===== src/rtl/qft3_measure.sv =====
// rtl/qft3_measure.sv - basis-state measurement statistics for a 3-qubit QFT amplitude frame
//
// Captures one frame of eight signed complex amplitudes and then walks the basis
// states 0..7, one per cycle. For each state it forms |a|^2 = r*r + i*i at full
// precision. It accumulates the total power and tracks the most probable state.
//
// Ports
//   clk, rst_n            clock, asynchronous active-low reset
//   in_valid / in_ready   frame handshake; in_ready is high only while idle
//   fNNN_r / fNNN_i       signed amplitude of basis state NNN, W bits, F fractional
//   out_valid / out_ready result handshake; results hold until accepted
//   max_idx               index of the largest |a|^2 (lowest index on ties)
//   max_mag               |a|^2 of max_idx, unsigned, 2F fractional bits
//   total_pwr             sum of |a|^2 over all states, unsigned, 2F fractional bits
//   zero_flag             total_pwr == 0

`ifndef TOTAL_WIDTH
`define TOTAL_WIDTH 16
`endif

module qft3_measure #(
  parameter int W = `TOTAL_WIDTH,
  parameter int F = 4
) (
  input  logic                clk,
  input  logic                rst_n,
  input  logic                in_valid,
  output logic                in_ready,
  input  logic signed [W-1:0] f000_r,
  input  logic signed [W-1:0] f000_i,
  input  logic signed [W-1:0] f001_r,
  input  logic signed [W-1:0] f001_i,
  input  logic signed [W-1:0] f010_r,
  input  logic signed [W-1:0] f010_i,
  input  logic signed [W-1:0] f011_r,
  input  logic signed [W-1:0] f011_i,
  input  logic signed [W-1:0] f100_r,
  input  logic signed [W-1:0] f100_i,
  input  logic signed [W-1:0] f101_r,
  input  logic signed [W-1:0] f101_i,
  input  logic signed [W-1:0] f110_r,
  input  logic signed [W-1:0] f110_i,
  input  logic signed [W-1:0] f111_r,
  input  logic signed [W-1:0] f111_i,
  output logic                out_valid,
  input  logic                out_ready,
  output logic [2:0]          max_idx,
  output logic [2*W:0]        max_mag,
  output logic [2*W+3:0]      total_pwr,
  output logic                zero_flag
);

  // The fractional position only matters to consumers; it must still fit in W.
  if (F < 0 || F >= W) begin : g_f_range_check
    $error("qft3_measure: F must lie in [0, W-1]");
  end

  typedef enum logic [1:0] {
    IDLE = 2'd0,
    SCAN = 2'd1,
    DONE = 2'd2
  } state_t;

  state_t state_q, state_d;

  logic signed [W-1:0] in_r [8];
  logic signed [W-1:0] in_i [8];
  logic signed [W-1:0] cap_r_q [8];
  logic signed [W-1:0] cap_i_q [8];

  logic [2:0]      cnt_q;
  logic [2*W:0]    max_mag_q;
  logic [2:0]      max_idx_q;
  logic [2*W+3:0]  acc_q;
  logic [2*W+3:0]  acc_d;
  logic            zero_q;

  logic                  fire_in;
  logic signed [W-1:0]   cur_r;
  logic signed [W-1:0]   cur_i;
  logic signed [2*W-1:0] ext_r;
  logic signed [2*W-1:0] ext_i;
  logic signed [2*W-1:0] sq_r;
  logic signed [2*W-1:0] sq_i;
  logic [2*W:0]          mag;

  assign in_r[0] = f000_r;  assign in_i[0] = f000_i;
  assign in_r[1] = f001_r;  assign in_i[1] = f001_i;
  assign in_r[2] = f010_r;  assign in_i[2] = f010_i;
  assign in_r[3] = f011_r;  assign in_i[3] = f011_i;
  assign in_r[4] = f100_r;  assign in_i[4] = f100_i;
  assign in_r[5] = f101_r;  assign in_i[5] = f101_i;
  assign in_r[6] = f110_r;  assign in_i[6] = f110_i;
  assign in_r[7] = f111_r;  assign in_i[7] = f111_i;

  // ---------------------------------------------------------------- FSM
  always_ff @(posedge clk or negedge rst_n) begin
    if (!rst_n) begin
      state_q <= IDLE;
    end else begin
      state_q <= state_d;
    end
  end

  always_comb begin
    state_d = state_q;
    case (state_q)
      IDLE:    if (in_valid)      state_d = SCAN;
      SCAN:    if (cnt_q == 3'd7) state_d = DONE;
      DONE:    if (out_ready)     state_d = IDLE;
      default: state_d = IDLE;
    endcase
  end

  always_comb begin
    in_ready  = (state_q == IDLE);
    out_valid = (state_q == DONE);
  end

  // ---------------------------------------------------------------- datapath
  assign fire_in = in_valid && in_ready;

  assign cur_r = cap_r_q[cnt_q];
  assign cur_i = cap_i_q[cnt_q];

  // Sign-extend before squaring so (-2^(W-1))^2 = 2^(2W-2) is exact.
  assign ext_r = {{W{cur_r[W-1]}}, cur_r};
  assign ext_i = {{W{cur_i[W-1]}}, cur_i};
  assign sq_r  = ext_r * ext_r;
  assign sq_i  = ext_i * ext_i;

  // Both squares are non-negative, so the sum fits in 2W+1 unsigned bits.
  assign mag   = {1'b0, sq_r} + {1'b0, sq_i};
  assign acc_d = acc_q + {3'b000, mag};

  always_ff @(posedge clk or negedge rst_n) begin
    if (!rst_n) begin
      for (int k = 0; k < 8; k++) begin
        cap_r_q[k] <= '0;
        cap_i_q[k] <= '0;
      end
      cnt_q     <= '0;
      max_mag_q <= '0;
      max_idx_q <= '0;
      acc_q     <= '0;
      zero_q    <= 1'b0;
    end else if (fire_in) begin
      for (int k = 0; k < 8; k++) begin
        cap_r_q[k] <= in_r[k];
        cap_i_q[k] <= in_i[k];
      end
      cnt_q     <= '0;
      max_mag_q <= '0;
      max_idx_q <= '0;
      acc_q     <= '0;
      zero_q    <= 1'b0;
    end else if (state_q == SCAN) begin
      acc_q <= acc_d;
      // Strict compare keeps the lowest index on ties; index 0 seeds the max.
      if (cnt_q == 3'd0 || mag > max_mag_q) begin
        max_mag_q <= mag;
        max_idx_q <= cnt_q;
      end
      // The flag is settled on the same edge as the final accumulator value.
      if (cnt_q == 3'd7) begin
        zero_q <= (acc_d == '0);
      end
      cnt_q <= cnt_q + 3'd1;
    end
  end

  assign max_idx   = max_idx_q;
  assign max_mag   = max_mag_q;
  assign total_pwr = acc_q;
  assign zero_flag = zero_q;

endmodule


===== config.mk =====
export PLATFORM = sky130hd
export DESIGN_NAME = qft3_measure
export DESIGN_NICKNAME = d
export VERILOG_FILES = /design/src/rtl/qft3_measure.sv
export SDC_FILE = /design/constraint.sdc
export NUM_CORES = 2
export LEC_CHECK = 0
export ABC_AREA = 1
export ABC_CLOCK_PERIOD_IN_PS = 9100
export CORE_UTILIZATION = 50
export CTS_BUF_LIST = sky130_fd_sc_hd__clkbuf_16
export CTS_CLUSTER_SIZE = 30
export DETAILED_ROUTE_END_ITERATION = 12
export GPL_TIMING_DRIVEN = 0
export PLACE_DENSITY_LB_ADDON = 0.08
export SYNTH_ARGS = -nofsm -noshare
export SYNTH_HDL_FRONTEND = slang
export SYNTH_SLANG_ARGS = --single-unit
export TNS_END_PERCENT = 20

===== constraint.sdc =====
create_clock -name clk -period 9.1 [get_ports clk]
set_clock_uncertainty 0.15 [all_clocks]
set_input_delay 1.365 -clock clk [delete_from_list [all_inputs] [get_ports clk]]
set_output_delay 1.365 -clock clk [all_outputs]
set_load 0.01 [all_outputs]

==> flow_summary.toml <==
[outcome]
outcome = "complete, but fails checks"
violations = "negative setup slack"

[synthesis]
yosys.area_share.xor_xnor_pct = 2.87
netlist_instances = 4247
synth_compound_area_share_pct = 8.53
seq_area_frac_synth_pct = 22.1
avgSynthCellArea_um2 = 8.91
synthDistinctLibCells = 53
synth_warnings = 0
synth_edf_count = 0
ys_async_sr_fraction_pct = 100
synth_nets = 5263
syn_area_um2 = 37800
synth_top_family_by_area = "adder cells"
synthAdderAreaFrac_pct = 34.4
synth_mux_area_share_pct = 7.62
synthSimpleGateAreaFrac_pct = 13.9
ys_ff_latch = 334
synth-main-ff-cell = "dfrtp_1"

[timing]
fmax_mhz = 100
setup_viol = 59
finalHoldViolCount = 0
slew_violations = 0
worst_slew_pin_slew_ns = 1.10
final.setup.worst_slack_ns = -0.888
rsz0062_at_grt = "yes"
max_slew_margin_pct = 27.0
fin_crit_sh_pct = 110
fin_crit_ns = 9.99

[clock_network]
cts_root_buf = "clkbuf_16"
cts_buffers = 41
cts_hold_buf = 0
cts.sinks = 334
clk_pin_slew_ns = 0.06
clock_latency_ns = 0.60
htree_levels = 2
cts_tree = "done"
cts_buffer_depth = 3

[setup_path]
critPathKind = "reg -> reg"
slowest_stage = "fa_1"
critPathLaunchType = "flop"
path_max_fanout = 7
crit_top_cell = "inv_1"
arrival_ns = 10.35
r2r_cells = 49
cp.required_ns = 9.46
cp_slowest_stage_delay_ns = 0.53
crit_path_end_kind = "flop"

[route]
wl_per_cell_um = 22.0
drc = 0
drtIter0Drc = 2102
drtAntennaViolNets = 0
num_vias = 31976
dr.pass1.iters = 8
viasPerCell = 5.47
drt-total-wl_um = 129000

[floorplan]
die_w_um = 277
rows = 100
ios = 335
dieArea_um2 = 76800
core_um2 = 74700
die_y_um = 277
initial_core_util_pct = 50.7

[global_route]
grt_start_max_net_pins = 119
grt_pass1_wl_um = 195000
grt_usage_pct = 33.6
antenna_found_initial = 10
globalRouteOverflowTotal = 0
grt_pass1_vias = 33383

[final_layout]
layout-drive-gt1-share_pct = 24.7
final_common_cell = "inv_1"
num-nets-final = 5862
area_growth_pct = 30.0
utilization_pct = 65.9
mostFrequentLayoutCells = "inv_1 (811), nand2_1 (530), fa_1 (460)"
final_cell_count_no_fill = 5851

[placement]
portBuffers = 334
globalplace.congestion = 0.961
hpwl_um = 101000
placed_cells = 5553

[min_path]
holdPathStages = 2
hold_class = "reg -> reg"

[job]
maxCapViolCount = 0
## cells by family after synthesis
| group | after synthesis |
|---|---|
| AOI/OAI and AO/OA | 539 |
| xor gates and xnor gates | 124 |
| adders and majority gates | 756 |
| buffers and inverters | 999 |
| DFF | 334 |
| muxes | 256 |
| and+or+nand+nor | 1239 |
## what timing repair did
| item | 4_1_cts | 5_1_grt |
|---|---|---|
| cloned | 9 | 2 |
| pin swaps | 126 | 90 |
| setup endpoints to repair | 62 | 62 |
| setup buffers | 155 | 55 |
| resized for setup | 559 | 227 |
## synth_stat cells, drive strengths merged, types with 23 or more instances
library cell | number | share of area [%]
a21oi | 153 | 2.1
nand3 | 147 | 2.0
xor2 | 64 | 1.5
inv | 877 | 8.7
nor2 | 438 | 5.0
xnor2 | 60 | 1.4
nand4 | 27 | 0.45
o22ai | 64 | 1.1
o21ai | 254 | 4.0
mux2 | 256 | 7.6
buf | 99 | 1.6
fa | 476 | 25
ha | 280 | 9.3
dfrtp | 334 | 22
nand2 | 591 | 5.9
clkbuf | 23 | 0.23
## stage by stage
stage | worst slack [ns] | hold WS (ns) | setup TNS [ns] | cell area (um2)
floorplan | 0.152 | 0.324 | 0 | 37800
global placement | -9.12 | 0.308 | -3143.26 | 42400
detailed placement | -2.76 | 0.315 | -137.89 | 42500
CTS | -0.849 | 0.336 | -34.03 | 47800
global route | -1.33 | 0.356 | -60.44 | 49200
finish | -0.888 | 0.340 | -37.50 | 49200
## routing by layer
metal,up-vias,share of wire [%],track usage [%]
met5,-,0.048,0
met4,8,6.6,18.3
met3,371,6.2,5.38
met2,1171,47,56.4
met1,15894,40,41.5
li1,14532,-,-
## critical path, delay by kind of cell (launching register included)
| family | cells | cell delay, ns |
|---|---|---|
| AND/OR/NAND/NOR | 9 | 1.16 |
| adder cells (fa/ha/maj) | 9 | 3.80 |
| AO/OA/AOI/OAI | 10 | 1.81 |
| flip-flops | 1 | 0.47 |
| buffers and inverters | 18 | 1.83 |
| XOR/XNOR | 3 | 0.70 |
## cell type report
type	instances	area, um2
antenna	6	15.0
fill	6089	25500
timing repair buffer	558	5600
buffer	120	1290
inverter	877	3380
multi-input combinational	2914	28000
clock inverter	31	241
sequential	334	8360
tap	969	1210
clock buffer	42	1050
## flip-flops by register name, indices dropped and copies added, names as in the netlist
register / count
cap_i_q: 128
cap_r_q: 128
cnt_q: 3
max_idx: 3
max_mag: 33
state_q: 2
total_pwr: 36
zero_flag: 1
## path summary, 6_finish.rpt
| check | start | to | slack, ns |
|---|---|---|---|
| worst max register to register | cnt_q[0]$_DFFE_PN0P_ | zero_flag$_DFFE_PN0P_ | -0.89 |
| max in group asynchronous | rst_n | cap_r_q[68]$_DFFE_PN0P_ | 6.35 |
| worst max-delay path | cnt_q[0]$_DFFE_PN0P_ | zero_flag$_DFFE_PN0P_ | -0.89 |
| worst min register to register | max_idx[2]$_DFFE_PN0P_ | max_idx[2]$_DFFE_PN0P_ | 0.34 |
| min in group asynchronous | rst_n | total_pwr[9]$_DFFE_PN0P_ | 0.62 |
| worst min-delay path | max_idx[2]$_DFFE_PN0P_ | max_idx[2]$_DFFE_PN0P_ | 0.34 |
Power is left out: the tool's default activity adds up to more than one toggle a clock period on the data nets, which glitch-free logic cannot reach.
